$ cat src/rtl/rv32im_wb_arbiter.sv
// Writeback arbiter for the RV32IM register file write port (ALU/LSU/MDU, round-robin)
// plus the pending-write scoreboard used by decode for RAW/WAW stalls.
module rv32im_wb_arbiter #(
  parameter int unsigned XLEN = 32,
  parameter int unsigned NREG = 32,
  parameter int unsigned AW   = 5
) (
  input  logic            clk_i,
  input  logic            rst_n_i,
  input  logic            alu_req_i,
  input  logic [AW-1:0]   alu_rd_i,
  input  logic [XLEN-1:0] alu_data_i,
  output logic            alu_gnt_o,
  input  logic            lsu_req_i,
  input  logic [AW-1:0]   lsu_rd_i,
  input  logic [XLEN-1:0] lsu_data_i,
  output logic            lsu_gnt_o,
  input  logic            mdu_req_i,
  input  logic [AW-1:0]   mdu_rd_i,
  input  logic [XLEN-1:0] mdu_data_i,
  output logic            mdu_gnt_o,
  output logic            rf_we_o,
  output logic [AW-1:0]   rf_rd_addr_o,
  output logic [XLEN-1:0] rf_val_rd_o,
  input  logic            issue_i,
  input  logic [AW-1:0]   issue_rd_i,
  output logic            issue_ready_o,
  input  logic [AW-1:0]   rs1_addr_i,
  input  logic [AW-1:0]   rs2_addr_i,
  output logic            rs1_busy_o,
  output logic            rs2_busy_o
);

  logic [1:0]      ptr_q, ptr_d;
  logic            rf_we_q, rf_we_d;
  logic [AW-1:0]   rf_addr_q, rf_addr_d;
  logic [XLEN-1:0] rf_data_q, rf_data_d;
  logic [NREG-1:0] sb_q, sb_d;
  logic            gnt_alu, gnt_lsu, gnt_mdu;

  // ptr names the highest-priority producer: 0=ALU, 1=LSU, 2=MDU
  always_comb begin
    gnt_alu = 1'b0;
    gnt_lsu = 1'b0;
    gnt_mdu = 1'b0;
    case (ptr_q)
      2'd1: begin
        if (lsu_req_i)      gnt_lsu = 1'b1;
        else if (mdu_req_i) gnt_mdu = 1'b1;
        else if (alu_req_i) gnt_alu = 1'b1;
      end
      2'd2: begin
        if (mdu_req_i)      gnt_mdu = 1'b1;
        else if (alu_req_i) gnt_alu = 1'b1;
        else if (lsu_req_i) gnt_lsu = 1'b1;
      end
      default: begin
        if (alu_req_i)      gnt_alu = 1'b1;
        else if (lsu_req_i) gnt_lsu = 1'b1;
        else if (mdu_req_i) gnt_mdu = 1'b1;
      end
    endcase
  end

  assign alu_gnt_o = gnt_alu;
  assign lsu_gnt_o = gnt_lsu;
  assign mdu_gnt_o = gnt_mdu;

  always_comb begin
    ptr_d     = ptr_q;
    rf_we_d   = 1'b0;
    rf_addr_d = rf_addr_q;
    rf_data_d = rf_data_q;
    if (gnt_alu) begin
      ptr_d     = 2'd1;
      rf_addr_d = alu_rd_i;
      rf_data_d = alu_data_i;
    end else if (gnt_lsu) begin
      ptr_d     = 2'd2;
      rf_addr_d = lsu_rd_i;
      rf_data_d = lsu_data_i;
    end else if (gnt_mdu) begin
      ptr_d     = 2'd0;
      rf_addr_d = mdu_rd_i;
      rf_data_d = mdu_data_i;
    end
    // x0 writes are accepted but never reach the register file
    if (gnt_alu || gnt_lsu || gnt_mdu) begin
      rf_we_d = (rf_addr_d != '0);
    end
  end

  // Clear applies first so a same-edge issue to the same register wins
  always_comb begin
    sb_d = sb_q;
    if (rf_we_q) begin
      sb_d[rf_addr_q] = 1'b0;
    end
    if (issue_i && issue_ready_o && (issue_rd_i != '0)) begin
      sb_d[issue_rd_i] = 1'b1;
    end
    sb_d[0] = 1'b0;
  end

  assign issue_ready_o = ~sb_q[issue_rd_i];
  assign rs1_busy_o    = sb_q[rs1_addr_i];
  assign rs2_busy_o    = sb_q[rs2_addr_i];

  assign rf_we_o      = rf_we_q;
  assign rf_rd_addr_o = rf_addr_q;
  assign rf_val_rd_o  = rf_data_q;

  always_ff @(posedge clk_i or negedge rst_n_i) begin
    if (!rst_n_i) begin
      ptr_q     <= 2'd0;
      rf_we_q   <= 1'b0;
      rf_addr_q <= '0;
      rf_data_q <= '0;
      sb_q      <= '0;
    end else begin
      ptr_q     <= ptr_d;
      rf_we_q   <= rf_we_d;
      rf_addr_q <= rf_addr_d;
      rf_data_q <= rf_data_d;
      sb_q      <= sb_d;
    end
  end

endmodule

$ cat config.mk
export PLATFORM = sky130hd
export DESIGN_NAME = rv32im_wb_arbiter
export DESIGN_NICKNAME = d
export VERILOG_FILES = /design/src/rtl/rv32im_wb_arbiter.sv
export SDC_FILE = /design/constraint.sdc
export NUM_CORES = 1
export LEC_CHECK = 0
export BUFFER_PORTS_ARGS = -buffer_cell sky130_fd_sc_hd__buf_4
export CAP_MARGIN = 10
export CORE_MARGIN = 3
export CORE_UTILIZATION = 49
export CTS_CLUSTER_DIAMETER = 80
export DETAILED_ROUTE_END_ITERATION = 12
export MAX_ROUTING_LAYER = met4
export PLACE_DENSITY = 0.79
export SYNTH_ARGS = -nofsm -noshare
export SYNTH_HDL_FRONTEND = slang
export SYNTH_SLANG_ARGS = --single-unit
export TNS_END_PERCENT = 5
$ cat constraint.sdc
create_clock -name clk_i -period 3.2 [get_ports clk_i]
set_clock_uncertainty 0.1 [all_clocks]
set_input_delay 0.64 -clock clk_i [delete_from_list [all_inputs] [get_ports clk_i]]
set_output_delay 0.64 -clock clk_i [all_outputs]
set_load 0.02 [all_outputs]
==> results of run 1 <==
worst paths after layout:
path	endpoint	slack, ns	cells past startpoint
setup / recovery	issue_ready_o	0.07	7
setup reg to reg	rf_we_o	0.69	7
min in group clk_i	rf_val_rd_o[0]	0.45	2
hold / removal	sb_q[3]	0.31	1
max in group asynchronous	rf_val_rd_o[16]	2.09	1
hold reg to reg	rf_val_rd_o[0]	0.45	2
layer usage:
layer,routed length (um),vias up
li1,-,1952
met1,5086,2032
met2,7086,227
met3,1073,26
met4,284,0
met5,0,-
metrics by stage:
stage	instances	worst slack, ns	hold WS, ns	utilization	power, W
2_1_floorplan	421	0.08508	0.2444	-	0.003792
3_3_place_gp	676	0.1613	0.4326	0.6777	0.004937
3_5_place_dp	676	0.07088	0.4425	0.6777	0.005023
4_1_cts	692	0.07836	0.3525	0.7074	0.005907
5_1_grt	692	0.01021	0.3560	0.7074	0.006302
6_report	692	0.07317	0.3114	0.7074	0.005903
sequential cells by signal, indices dropped and copies added, names as in the netlist:
register,flops
ptr_q,2
rf_rd_addr_o,5
rf_we_o,1
sb_q,31
rf_val_rd_o,32
layout by cell type (no fill, tap or decap), types with 2 or more instances in the layout:
| cell type | count |
|---|---|
| sky130_fd_sc_hd__a21oi_1 | 2 |
| sky130_fd_sc_hd__a22oi_1 | 20 |
| sky130_fd_sc_hd__a31oi_1 | 32 |
| sky130_fd_sc_hd__a32oi_1 | 16 |
| sky130_fd_sc_hd__buf_4 | 182 |
| sky130_fd_sc_hd__bufinv_16 | 3 |
| sky130_fd_sc_hd__clkbuf_8 | 10 |
| sky130_fd_sc_hd__clkinvlp_4 | 2 |
| sky130_fd_sc_hd__dfrtp_1 | 71 |
| sky130_fd_sc_hd__ha_1 | 2 |
| sky130_fd_sc_hd__inv_1 | 7 |
| sky130_fd_sc_hd__mux2_2 | 5 |
| sky130_fd_sc_hd__mux2i_1 | 5 |
| sky130_fd_sc_hd__mux4_1 | 4 |
| sky130_fd_sc_hd__mux4_2 | 21 |
| sky130_fd_sc_hd__nand2_1 | 26 |
| sky130_fd_sc_hd__nand2b_1 | 4 |
| sky130_fd_sc_hd__nand3_1 | 20 |
| sky130_fd_sc_hd__nand3b_1 | 9 |
| sky130_fd_sc_hd__nand4_1 | 2 |
| sky130_fd_sc_hd__nor2_1 | 36 |
| sky130_fd_sc_hd__nor2b_1 | 3 |
| sky130_fd_sc_hd__o211ai_1 | 2 |
| sky130_fd_sc_hd__o21a_1 | 2 |
| sky130_fd_sc_hd__o21ai_0 | 65 |
| sky130_fd_sc_hd__o21ai_1 | 3 |
| sky130_fd_sc_hd__o21ai_2 | 5 |
| sky130_fd_sc_hd__o221ai_1 | 2 |
| sky130_fd_sc_hd__or3b_2 | 6 |
logic make-up after synthesis:
| logic type | Yosys count | synth area share |
|---|---|---|
| buffers and inverters | 42 | 0.03931 |
| flip-flops | 71 | 0.4197 |
| multiplexers | 35 | 0.1617 |
| AO/OA/AOI/OAI | 156 | 0.2374 |
| adder cells (fa/ha/maj) | 2 | 0.005911 |
| AND/OR/NAND/NOR | 115 | 0.1360 |
cell type report:
type,instances,area (um^2),share of cell area
Tap cell,105,131.4,0.02238
Sequential cell,71,1777,0.3026
Clock inverter,5,105.1,0.01790
Multi-Input combinational cell,308,2296,0.3911
Timing Repair Buffer,183,1386,0.2361
Clock buffer,11,141.4,0.02408
Inverter,9,33.78,0.005754
report_power, final:
group          switching, W  internal [W]
registers          0.000417       0.00138
clock network      0.000339      0.000540
logic               0.00180       0.00144
==> impl_results.rst, run 1 <==
.. list-table::
   :header-rows: 1

   * - Metric
     - Value
   * - Busiest metal layer after global routing
     - met2
   * - Count of pins over their slew limit
     - 0
   * - Biggest area consumer among synthesized cells
     - sky130_fd_sc_hd__dfrtp_1
   * - Die Y-Extent
     - 98.94 um
   * - EDFF count, synth
     - 0
   * - Final Cell Area
     - 5871 um^2
   * - Deepest level of the CTS H-tree
     - 3
   * - Run status
     - completed
   * - Number of rows in the core area
     - 33
   * - Worst Hold Class
     - primary input to asynchronous set/reset pin
   * - Cell types with the largest area share after synthesis
     - sky130_fd_sc_hd__dfrtp_1 (42%), sky130_fd_sc_hd__mux4_2 (11%), sky130_fd_sc_hd__o21ai_0 (7.7%)
   * - Deepest clock path buffer count
     - 2
   * - Overall Global Routing Usage
     - 0.2820
   * - Tcrit/Tclk final
     - 0.9771
   * - Clock period minus final worst setup slack
     - 3.127 ns
   * - Critical path type
     - primary input to output port
   * - X dimension of the die
     - 98.94 um
   * - Crit Path Max Fanout
     - 16
   * - Initial antenna violation count
     - 0
   * - Setup TNS
     - 0 ns
   * - Number of maximum-capacitance violations
     - 0
   * - Worst voltage drop across the vdd grid
     - 0.0005202 V
   * - Clock tree from TritonCTS
     - built
   * - TritonCTS Buffers
     - 9
   * - Core Footprint
     - 8299 um^2
   * - Cell Area, Synth
     - 4233 um^2
   * - Largest net degree at the start of global routing
     - 72
   * - Synth async-reset ratio
     - 1.000
   * - DP Wirelength
     - 10,160 um
   * - Cell mode on critical path
     - sky130_fd_sc_hd__buf_4
   * - Vias in the first global route
     - 4,170
   * - Area Growth Syn to Fin
     - 38.69%
   * - Power per standard cell area
     - 1006 nW/um^2
   * - Most common flop cell mapped by yosys
     - sky130_fd_sc_hd__dfrtp_1
   * - Pleak
     - 2.521 nW
   * - Routing usage on met2
     - 0.4768
   * - Post-layout nets
     - 716
   * - Slew at the pin closest to its max-slew limit
     - 0.8966 ns
   * - Average instance area after synthesis
     - 10.05 um^2
   * - Aggregate global routing overflow
     - 0
   * - Required arrival time at the worst endpoint
     - 2.46 ns
   * - Syn_nets
     - 555
   * - Start point of the critical path
     - issue_rd_i[0]
   * - Placed cell area
     - 5624 um^2
   * - Routability congestion estimate from global placement
     - 0.9289
   * - Post-Synthesis Cells
     - 421
   * - CTS resizes
     - 0
   * - Sequential share of the synthesized area
     - 0.4197
   * - Routed wire length per instance
     - 19.55 um
   * - Clock Latency Late Sink
     - 0.34 ns
   * - Clock Sink Count
     - 71
   * - Unrepaired setup endpoints after global routing
     - no
   * - Met3 layer usage reported by global route
     - 0.06228
   * - Via-to-Cell Ratio
     - 6.123
   * - Largest stage delay, worst path
     - 0.58 ns
   * - Global-route wire length before repair
     - 21,110 um
   * - Root buffer cell
     - sky130_fd_sc_hd__clkbuf_8
   * - Ratio of cells with drive above 1 in the final layout
     - 0.4123
   * - Setup violators final
     - 0
   * - WL final
     - 13,530 um
   * - Via Count
     - 4,237
   * - Total Die Area
     - 9789 um^2
   * - Crit. End Element
     - output port
   * - Proportion of netlist area held by the largest area contributor
     - 0.4197
   * - Flip-flop and latch count after synthesis
     - 71
   * - Headroom to the max-slew limit
     - 0.4023
   * - Routed Antenna Nets
     - 0
   * - Effective utilization at floorplan
     - 0.5100
   * - Total count of hold-check failures in the final report
     - 0
   * - Ports
     - 176
   * - Post-CTS Hold Buffers
     - 0
   * - Worst path top cell family by delay
     - multiplexers
   * - Critical path's slowest cell
     - sky130_fd_sc_hd__mux4_1
   * - Cell with the most instances after synthesis
     - sky130_fd_sc_hd__dfrtp_1
   * - Setup Fix Bufs, Post-CTS
     - 0
   * - Reg-to-reg startpoint
     - ptr_q[0]
   * - Antenna diodes
     - 0
   * - Met1 global-route usage
     - 0.3410
   * - CP arrival
     - 2.39 ns
   * - Count of distinct cell types in the synthesized netlist
     - 46
   * - Achievable clock frequency
     - 319.8 MHz
   * - Warnings, synthesis
     - 0
   * - Final-layout fill cell count
     - 637
   * - Critical Path, Cell by Cell
     - buf_4 > mux4_1 > nand3_1 > nand4_1 > a311oi_2 > o21a_1 > buf_4
   * - Starting DRT DRC Count
     - 264
   * - Crit start category
     - primary input
   * - Clock slew at reported path FFs
     - 0.08 ns
   * - Number of buffer and inverter stages on the critical path
     - 2
   * - Drt first pass iters
     - 5
   * - Remaining routing DRC violations
     - 0
   * - Commonest cells post-synth
     - sky130_fd_sc_hd__dfrtp_1 (71), sky130_fd_sc_hd__o21ai_0 (65), sky130_fd_sc_hd__nor2_1 (36), sky130_fd_sc_hd__a31oi_1 (32), sky130_fd_sc_hd__clkbuf_1 (28)
   * - Count of buffers from port buffering
     - 175
(Power assumes the default switching activity.)
==> run 2: changes to the inputs <==
--- a/config.mk
+++ b/config.mk
@@ -5,14 +5,17 @@
 export SDC_FILE = /design/constraint.sdc
 export NUM_CORES = 1
 export LEC_CHECK = 0
+export ABC_AREA = 1
 export BUFFER_PORTS_ARGS = -buffer_cell sky130_fd_sc_hd__buf_4
 export CAP_MARGIN = 10
 export CORE_MARGIN = 3
-export CORE_UTILIZATION = 49
+export CORE_UTILIZATION = 50
 export CTS_CLUSTER_DIAMETER = 80
 export DETAILED_ROUTE_END_ITERATION = 12
+export HOLD_SLACK_MARGIN = 0.08
 export MAX_ROUTING_LAYER = met4
 export PLACE_DENSITY = 0.79
+export SKIP_LAST_GASP = 1
 export SYNTH_ARGS = -nofsm -noshare
 export SYNTH_HDL_FRONTEND = slang
 export SYNTH_SLANG_ARGS = --single-unit
==> impl_results.rst, run 2 <==
.. list-table::
   :header-rows: 1

   * - Metric
     - Value
   * - Biggest area consumer among synthesized cells
     - sky130_fd_sc_hd__dfrtp_1
   * - Amount of wire on met2 after detailed routing
     - 8044 um (+14%)
   * - Post-layout nets
     - 955 (+33%)
   * - Deepest clock path buffer count
     - 2 (unchanged)
   * - Effective utilization at floorplan
     - 0.5193 (+0.009298)
   * - Post-CTS Hold Buffers
     - 0 (unchanged)
   * - Ports
     - 176 (unchanged)
   * - Switching power of the nets
     - 0.002856 W (+12%)
   * - Ratio of cells with drive above 1 in the final layout
     - 0.2663 (-0.1459)
   * - Tcrit/Tclk final
     - 0.8945 (-0.08261)
   * - Worst voltage drop across the vdd grid
     - 0.0006611 V (+27%)
   * - Clock period minus final worst setup slack
     - 2.862 ns (-0.2644 ns)
   * - Commonest cells post-synth
     - sky130_fd_sc_hd__nand2_1 (159), sky130_fd_sc_hd__nand3_1 (100), sky130_fd_sc_hd__nor2_1 (88), sky130_fd_sc_hd__o21ai_0 (78), sky130_fd_sc_hd__dfrtp_1 (71)
   * - Critical Path, Cell by Cell
     - inv_1 > ha_1 > inv_1 > nand3_1 > nand2_1 > inv_1 > buf_4
   * - Worst Hold Class
     - primary input to asynchronous set/reset pin
   * - Vias in the first global route
     - 5,114 (+23%)
   * - Largest net degree at the start of global routing
     - 72 (unchanged)
   * - Most common flop cell mapped by yosys
     - sky130_fd_sc_hd__dfrtp_1
   * - Critical path type
     - register to output port
   * - Sequential share of the synthesized area
     - 0.3885 (-0.03124)
   * - Setup Fix Bufs, Post-CTS
     - 0 (unchanged)
   * - Warnings, synthesis
     - 0 (unchanged)
   * - Overall Global Routing Usage
     - 0.3221 (+0.04017)
   * - Via Count
     - 5,392 (+27%)
   * - Combinational group share of total power
     - 0.553 (+0.006)
   * - X dimension of the die
     - 101.6 um (+2.7%)
   * - Drt first pass iters
     - 5 (unchanged)
   * - Remaining routing DRC violations
     - 0 (unchanged)
   * - Starting DRT DRC Count
     - 332 (+26%)
   * - Max FFs per register
     - 32 (unchanged)
   * - Cell mode on critical path
     - sky130_fd_sc_hd__inv_1
   * - Via-to-Cell Ratio
     - 5.773 (-5.7%)
   * - Total Die Area
     - 10,330 um^2 (+5.5%)
   * - Number of buffer and inverter stages on the critical path
     - 4 (+2)
   * - Largest stage delay, worst path
     - 0.37 ns (-0.21 ns)
   * - Power per standard cell area
     - 949.6 nW/um^2 (-5.6%)
   * - Clock slew at reported path FFs
     - 0.08 ns (about the same)
   * - Setup TNS
     - 0 ns (unchanged)
   * - Number of maximum-capacitance violations
     - 0 (unchanged)
   * - Total count of hold-check failures in the final report
     - 0 (unchanged)
   * - Post-Synthesis Cells
     - 656 (+56%)
   * - Unrepaired setup endpoints after global routing
     - no
   * - Top Layer Used
     - met4
   * - DP Wirelength
     - 12,260 um (+21%)
   * - EDFF count, synth
     - 0 (unchanged)
   * - Fraction of power consumed by sequential logic
     - 0.318 (+0.014)
   * - Run status
     - completed
   * - Routed length on met3
     - 1490 um (+39%)
   * - TritonCTS Buffers
     - 9 (unchanged)
   * - Root buffer cell
     - sky130_fd_sc_hd__clkbuf_8
   * - Routed Antenna Nets
     - 0 (unchanged)
   * - Count of distinct cell types in the synthesized netlist
     - 28 (-39%)
   * - Pleak
     - 2.906 nW (+15%)
   * - Clock Sink Count
     - 71 (unchanged)
   * - Layout Cells excl Fill
     - 934 (+35%)
   * - Achievable clock frequency
     - 349.3 MHz (+9.2%)
   * - Clock tree from TritonCTS
     - built
   * - Met1 wire length
     - 5950 um (+17%)
   * - Sequential cell area
     - 1777 um^2 (unchanged)
   * - Required arrival time at the worst endpoint
     - 2.46 ns (about the same)
   * - Slew at the pin closest to its max-slew limit
     - 0.9025 ns (+0.005875 ns)
   * - Net Sw Frac
     - 0.4904 (+0.05832)
   * - Number of placed instances, taps included
     - 918 (+36%)
   * - Number of rows in the core area
     - 34 (+3.0%)
   * - Critical path's slowest cell
     - sky130_fd_sc_hd__dfrtp_1
   * - Routability congestion estimate from global placement
     - 1.032 (+11%)
   * - WL final
     - 16,180 um (+20%)
   * - Routed wire length per instance
     - 17.33 um (-11%)
   * - Global-route wire length before repair
     - 25,260 um (+20%)
   * - Cell Area, Synth
     - 4573 um^2 (+8.0%)
   * - Highest-count cells in the layout ignoring fill and taps
     - sky130_fd_sc_hd__buf_4 (187), sky130_fd_sc_hd__nand2_1 (158), sky130_fd_sc_hd__nand3_1 (100), sky130_fd_sc_hd__nor2_1 (88), sky130_fd_sc_hd__o21ai_0 (78)
   * - Multi-input gate area
     - 2432 um^2 (+5.9%)
   * - CP arrival
     - 2.12 ns (-0.27 ns)
   * - Setup slack on the worst flop-to-flop path
     - 0.77 ns (+0.08 ns)
   * - Headroom to the max-slew limit
     - 0.3983 (-0.003916)
   * - Average instance area after synthesis
     - 6.971 um^2 (-31%)
   * - Crit Path Max Fanout
     - 11 (-5)
   * - Antenna diodes
     - 0 (unchanged)
   * - Crit start category
     - register
   * - Synth async-reset ratio
     - 1.000 (unchanged)
   * - CTS resizes
     - 0 (unchanged)
   * - Syn_nets
     - 790 (+42%)
   * - Crit. End Element
     - output port
   * - Aggregate global routing overflow
     - 0 (unchanged)
   * - Initial antenna violation count
     - 0 (unchanged)
   * - Deepest level of the CTS H-tree
     - 3 (unchanged)
   * - Area Growth Syn to Fin
     - 34.12%
   * - Leading cell type in the layout, fill and taps excluded
     - sky130_fd_sc_hd__buf_4
   * - Proportion of netlist area held by the largest area contributor
     - 0.3885 (-0.03124)
   * - Cell with the most instances after synthesis
     - sky130_fd_sc_hd__nand2_1
   * - Count of pins over their slew limit
     - 0 (unchanged)
   * - Die Y-Extent
     - 101.6 um (+2.7%)
   * - Worst path top cell family by delay
     - buffers and inverters
   * - Core Footprint
     - 8806 um^2 (+6.1%)
   * - Setup violators final
     - 0 (unchanged)
   * - Count of buffers from port buffering
     - 175 (unchanged)
   * - Clock Latency Late Sink
     - 0.35 ns (about the same)
   * - Final-layout fill cell count
     - 725 (+14%)
   * - Flip-flop and latch count after synthesis
     - 71 (unchanged)
   * - Cell types with the largest area share after synthesis
     - sky130_fd_sc_hd__dfrtp_1 (39%), sky130_fd_sc_hd__nand2_1 (13%), sky130_fd_sc_hd__nand3_1 (11%)
   * - Fraction of power consumed by the clock network
     - 0.129 (-0.020)
   * - Internal portion of total power
     - 0.002968 W (-11%)
run 2: cell types whose count changed after synthesis, moves of 20 or more:
| cell | change |
|---|---|
| sky130_fd_sc_hd__a41oi_1 | +24 |
| sky130_fd_sc_hd__nand2_1 | +132 |
| sky130_fd_sc_hd__mux4_2 | -21 |
| sky130_fd_sc_hd__nand3_1 | +80 |
| sky130_fd_sc_hd__a31oi_1 | -24 |
| sky130_fd_sc_hd__inv_1 | +35 |
| sky130_fd_sc_hd__nor2_1 | +52 |
| sky130_fd_sc_hd__a22oi_1 | -20 |
run 2: path summary, 6_finish.rpt:
check | from | to | cells past startpoint
min | rst_n_i | sb_q[13] | 1
min in group clk_i | sb_q[6] | sb_q[6] | 2
max reg2reg | ptr_q[0] | rf_val_rd_o[5] | 9
max | ptr_q[0] | mdu_gnt_o | 7
min reg2reg | sb_q[6] | sb_q[6] | 2
max in group asynchronous | rst_n_i | rf_val_rd_o[27] | 1
run 2: logic make-up after synthesis:
kind of cell,count (synthesis),share of synthesized area
compound gates,131,0.1759
simple gates,372,0.3491
fa+ha+maj,2,0.005471
flops,71,0.3885
buf+inv,80,0.08098
run 2: layout make-up:
type,count,share of cell area
Multi-Input combinational cell,505,0.3966
Sequential cell,71,0.2897
Timing Repair Buffer,187,0.2289
Inverter,47,0.02876
Clock buffer,12,0.02530
Tap cell,108,0.02203
Clock inverter,4,0.008772
run 2: layer usage:
metal / GRT usage / up-vias
li1: - / 2569
met1: 0.3669 / 2470
met2: 0.5367 / 300
met3: 0.07300 / 53
met4: 0.1503 / 0
met5: - / -
run 2: worst reg2reg max path: cells and delay by family (launching register included):
kind                     cells  cell delay [ns]
AO/OA/AOI/OAI                1             0.20
adder cells (fa/ha/maj)      1             0.31
buffers and inverters        3             0.62
flip-flops                   1             0.37
AND/OR/NAND/NOR              4             0.74
run 2: through the flow:
step | hold slack [ns] | util | power [W] | area [um^2] | setup slack [ns]
2_1_floorplan | 0.2444 | - | 0.003820 | 4573 | 0.5866
3_3_place_gp | 0.3900 | 0.6728 | 0.004962 | 5924 | 0.4786
3_5_place_dp | 0.4063 | 0.6728 | 0.005048 | 5924 | 0.4066
4_1_cts | 0.3511 | 0.6965 | 0.005801 | 6133 | 0.3461
5_1_grt | 0.3612 | 0.6965 | 0.006226 | 6133 | 0.1699
6_report | 0.2849 | 0.6965 | 0.005824 | 6133 | 0.3375
run 2: power groups by stage:
stage / clock [W] / combinational, W / sequential (W)
final: 0.000753 / 0.00322 / 0.00185
after global routing: 0.000798 / 0.00354 / 0.00189
after detailed placement: 0 / 0.00320 / 0.00185
after CTS: 0.000759 / 0.00321 / 0.00183
after floorplan: 0 / 0.00183 / 0.00199
after global placement: 0 / 0.00312 / 0.00184
==> run 3: changes to the inputs <==
==> constraint.sdc (replaced) <==
create_clock -name clk_i -period 3 [get_ports clk_i]
set_clock_uncertainty 0.1 [all_clocks]
set_input_delay 0.6 -clock clk_i [delete_from_list [all_inputs] [get_ports clk_i]]
set_output_delay 0.6 -clock clk_i [all_outputs]
set_load 0.02 [all_outputs]
==> impl_results.rst, run 3 (same netlist as run 2, synthesis figures left out) <==
.. list-table::
   :header-rows: 1

   * - Metric
     - Value
   * - Core Footprint
     - 8806 um^2 (unchanged)
   * - Setup Fix Bufs, Post-CTS
     - 0 (unchanged)
   * - Clock period minus final worst setup slack
     - 2.749 ns
   * - Largest net degree at the start of global routing
     - 72 (unchanged)
   * - Minimum setup slack in the final design
     - 0.2506 ns (-0.08694 ns)
   * - WL final
     - 16,310 um (+0.79%)
   * - Ports
     - 176 (unchanged)
   * - Deepest level of the CTS H-tree
     - 3 (unchanged)
   * - Required arrival time at the worst endpoint
     - 2.30 ns (-0.16 ns)
   * - Via Count
     - 5,431 (+0.72%)
   * - Number of rows in the core area
     - 34 (unchanged)
   * - Die Y-Extent
     - 101.6 um (unchanged)
   * - Starting DRT DRC Count
     - 321 (-3.3%)
   * - Count of pins over their slew limit
     - 0 (unchanged)
   * - Busiest metal layer after global routing
     - met2
   * - Crit start category
     - register
   * - Crit Path Max Fanout
     - 11 (unchanged)
   * - Leading cell type in the layout, fill and taps excluded
     - sky130_fd_sc_hd__buf_4
   * - Power per standard cell area
     - 1031 nW/um^2 (+8.6%)
   * - Worst voltage drop across the vdd grid
     - 0.0005229 V (-21%)
   * - Slew at the pin closest to its max-slew limit
     - 0.8860 ns (-0.01652 ns)
   * - Setup violators final
     - 0 (unchanged)
   * - Number of maximum-capacitance violations
     - 0 (unchanged)
   * - Met1 global-route usage
     - 0.3851 (+0.01821)
   * - Post-CTS Hold Buffers
     - 0 (unchanged)
   * - Layout Cells excl Fill
     - 936 (+0.21%)
   * - Clock tree from TritonCTS
     - built
   * - CTS resizes
     - 0 (unchanged)
   * - Antenna diodes
     - 0 (unchanged)
   * - Remaining routing DRC violations
     - 0 (unchanged)
   * - Post-Route Utilization
     - 0.7039 (+0.007388)
   * - Routed Antenna Nets
     - 0 (unchanged)
   * - Setup WS pre-CTS
     - 0.3308 ns (-0.07580 ns)
   * - Number of placed instances, taps included
     - 920 (+0.22%)
   * - Met3 layer usage reported by global route
     - 0.05923 (-0.01377)
   * - Routing usage on met2
     - 0.5065 (-0.03018)
   * - Highest-count cells in the layout ignoring fill and taps
     - sky130_fd_sc_hd__buf_4 (188), sky130_fd_sc_hd__nand2_1 (158), sky130_fd_sc_hd__nand3_1 (100), sky130_fd_sc_hd__nor2_1 (88), sky130_fd_sc_hd__o21ai_0 (78)
   * - Crit. End Element
     - output port
   * - Run status
     - completed
   * - Final-layout fill cell count
     - 719 (-0.83%)
   * - X dimension of the die
     - 101.6 um (unchanged)
   * - Count of buffers from port buffering
     - 175 (unchanged)
   * - Setup TNS
     - 0 ns (unchanged)
   * - Unrepaired setup endpoints after global routing
     - no
   * - Pleak
     - 2.939 nW (+1.1%)
   * - Overall Global Routing Usage
     - 0.3186 (-0.003569)
   * - Ratio of cells with drive above 1 in the final layout
     - 0.2681 (+0.001772)
   * - Deepest clock path buffer count
     - 2 (unchanged)
   * - Total Die Area
     - 10,330 um^2 (unchanged)
   * - Total count of hold-check failures in the final report
     - 0 (unchanged)
   * - TritonCTS Buffers
     - 9 (unchanged)
   * - Tcrit/Tclk final
     - 0.9165
   * - Clock slew at reported path FFs
     - 0.08 ns (about the same)
   * - Via-to-Cell Ratio
     - 5.802 (+0.51%)
   * - Clock Latency Late Sink
     - 0.35 ns (about the same)
   * - Setup slack on the worst flop-to-flop path
     - 0.59 ns (-0.18 ns)
   * - Power consumption
     - 0.006392 W (+9.8%)
   * - Aggregate global routing overflow
     - 0 (unchanged)
   * - Clock Sink Count
     - 71 (unchanged)
   * - Effective utilization at floorplan
     - 0.5193 (unchanged)
   * - Routed wire length per instance
     - 17.43 um (+0.58%)
   * - CP arrival
     - 2.05 ns (-0.07 ns)
   * - Post-layout nets
     - 957 (+0.21%)
   * - Routability congestion estimate from global placement
     - 1.066 (+3.3%)
   * - Critical path type
     - register to output port
   * - Vias in the first global route
     - 4,884 (-4.5%)
   * - Global-route wire length before repair
     - 24,840 um (-1.7%)
   * - Area Growth Syn to Fin
     - 35.54%
   * - Worst Hold Class
     - primary input to asynchronous set/reset pin
   * - DP Wirelength
     - 12,400 um (+1.1%)
   * - Achievable clock frequency
     - 363.7 MHz
   * - Drt first pass iters
     - 5 (unchanged)
   * - Headroom to the max-slew limit
     - 0.4094 (+0.01101)
   * - Root buffer cell
     - sky130_fd_sc_hd__clkbuf_8
   * - Initial antenna violation count
     - 0 (unchanged)
   * - Max FFs per register
     - 32 (unchanged)
run 3: final timing paths:
path / start / to / depth (start not counted)
setup reg to reg: ptr_q[0] / rf_we_o / 13
hold reg to reg: sb_q[4] / sb_q[4] / 2
min in group clk_i: alu_data_i[31] / rf_val_rd_o[31] / 3
max in group asynchronous: rst_n_i / sb_q[31] / 1
setup / recovery: ptr_q[0] / mdu_gnt_o / 7
hold / removal: rst_n_i / sb_q[13] / 1
run 3: report_power, final:
group	internal [W]	switching (W)	total (W)
clock network	0.000575	0.000368	0.000943
registers	0.00147	0.000497	0.00197
logic	0.00130	0.00218	0.00348
total	0.00335	0.00304	0.00639
run 3: final cells by class:
cell class	count	area [um^2]	area share
inverters	47	176.4	0.02846
multi-input cells	505	2432	0.3924
clock buffers	11	141.4	0.02281
flip-flops and latches	71	1777	0.2866
well taps	108	135.1	0.02180
clock inverters	5	105.1	0.01696
repair buffers	189	1431	0.2309
run 3: per-stage QoR:
step / area [um^2] / hold WS [ns]
after floorplan: 4573 / 0.2044
after global placement: 5952 / 0.3923
after detailed placement: 5952 / 0.4035
after CTS: 6198 / 0.2956
after global routing: 6198 / 0.3033
final: 6198 / 0.2335
run 3: metal layers:
metal / up-vias / share of wire
met1: 2475 / 0.38
met3: 71 / 0.081
met2: 317 / 0.49
met4: 0 / 0.051
met5: - / 0
li1: 2568 / -
run 3: critical path, cell delays in order, from the launching register on:
cell,delay [ns]
sky130_fd_sc_hd__dfrtp_1,0.35
sky130_fd_sc_hd__inv_1,0.06
sky130_fd_sc_hd__ha_1,0.31
sky130_fd_sc_hd__inv_1,0.13
sky130_fd_sc_hd__nand3_1,0.17
sky130_fd_sc_hd__nand2_1,0.31
sky130_fd_sc_hd__inv_1,0.18
sky130_fd_sc_hd__buf_4,0.20
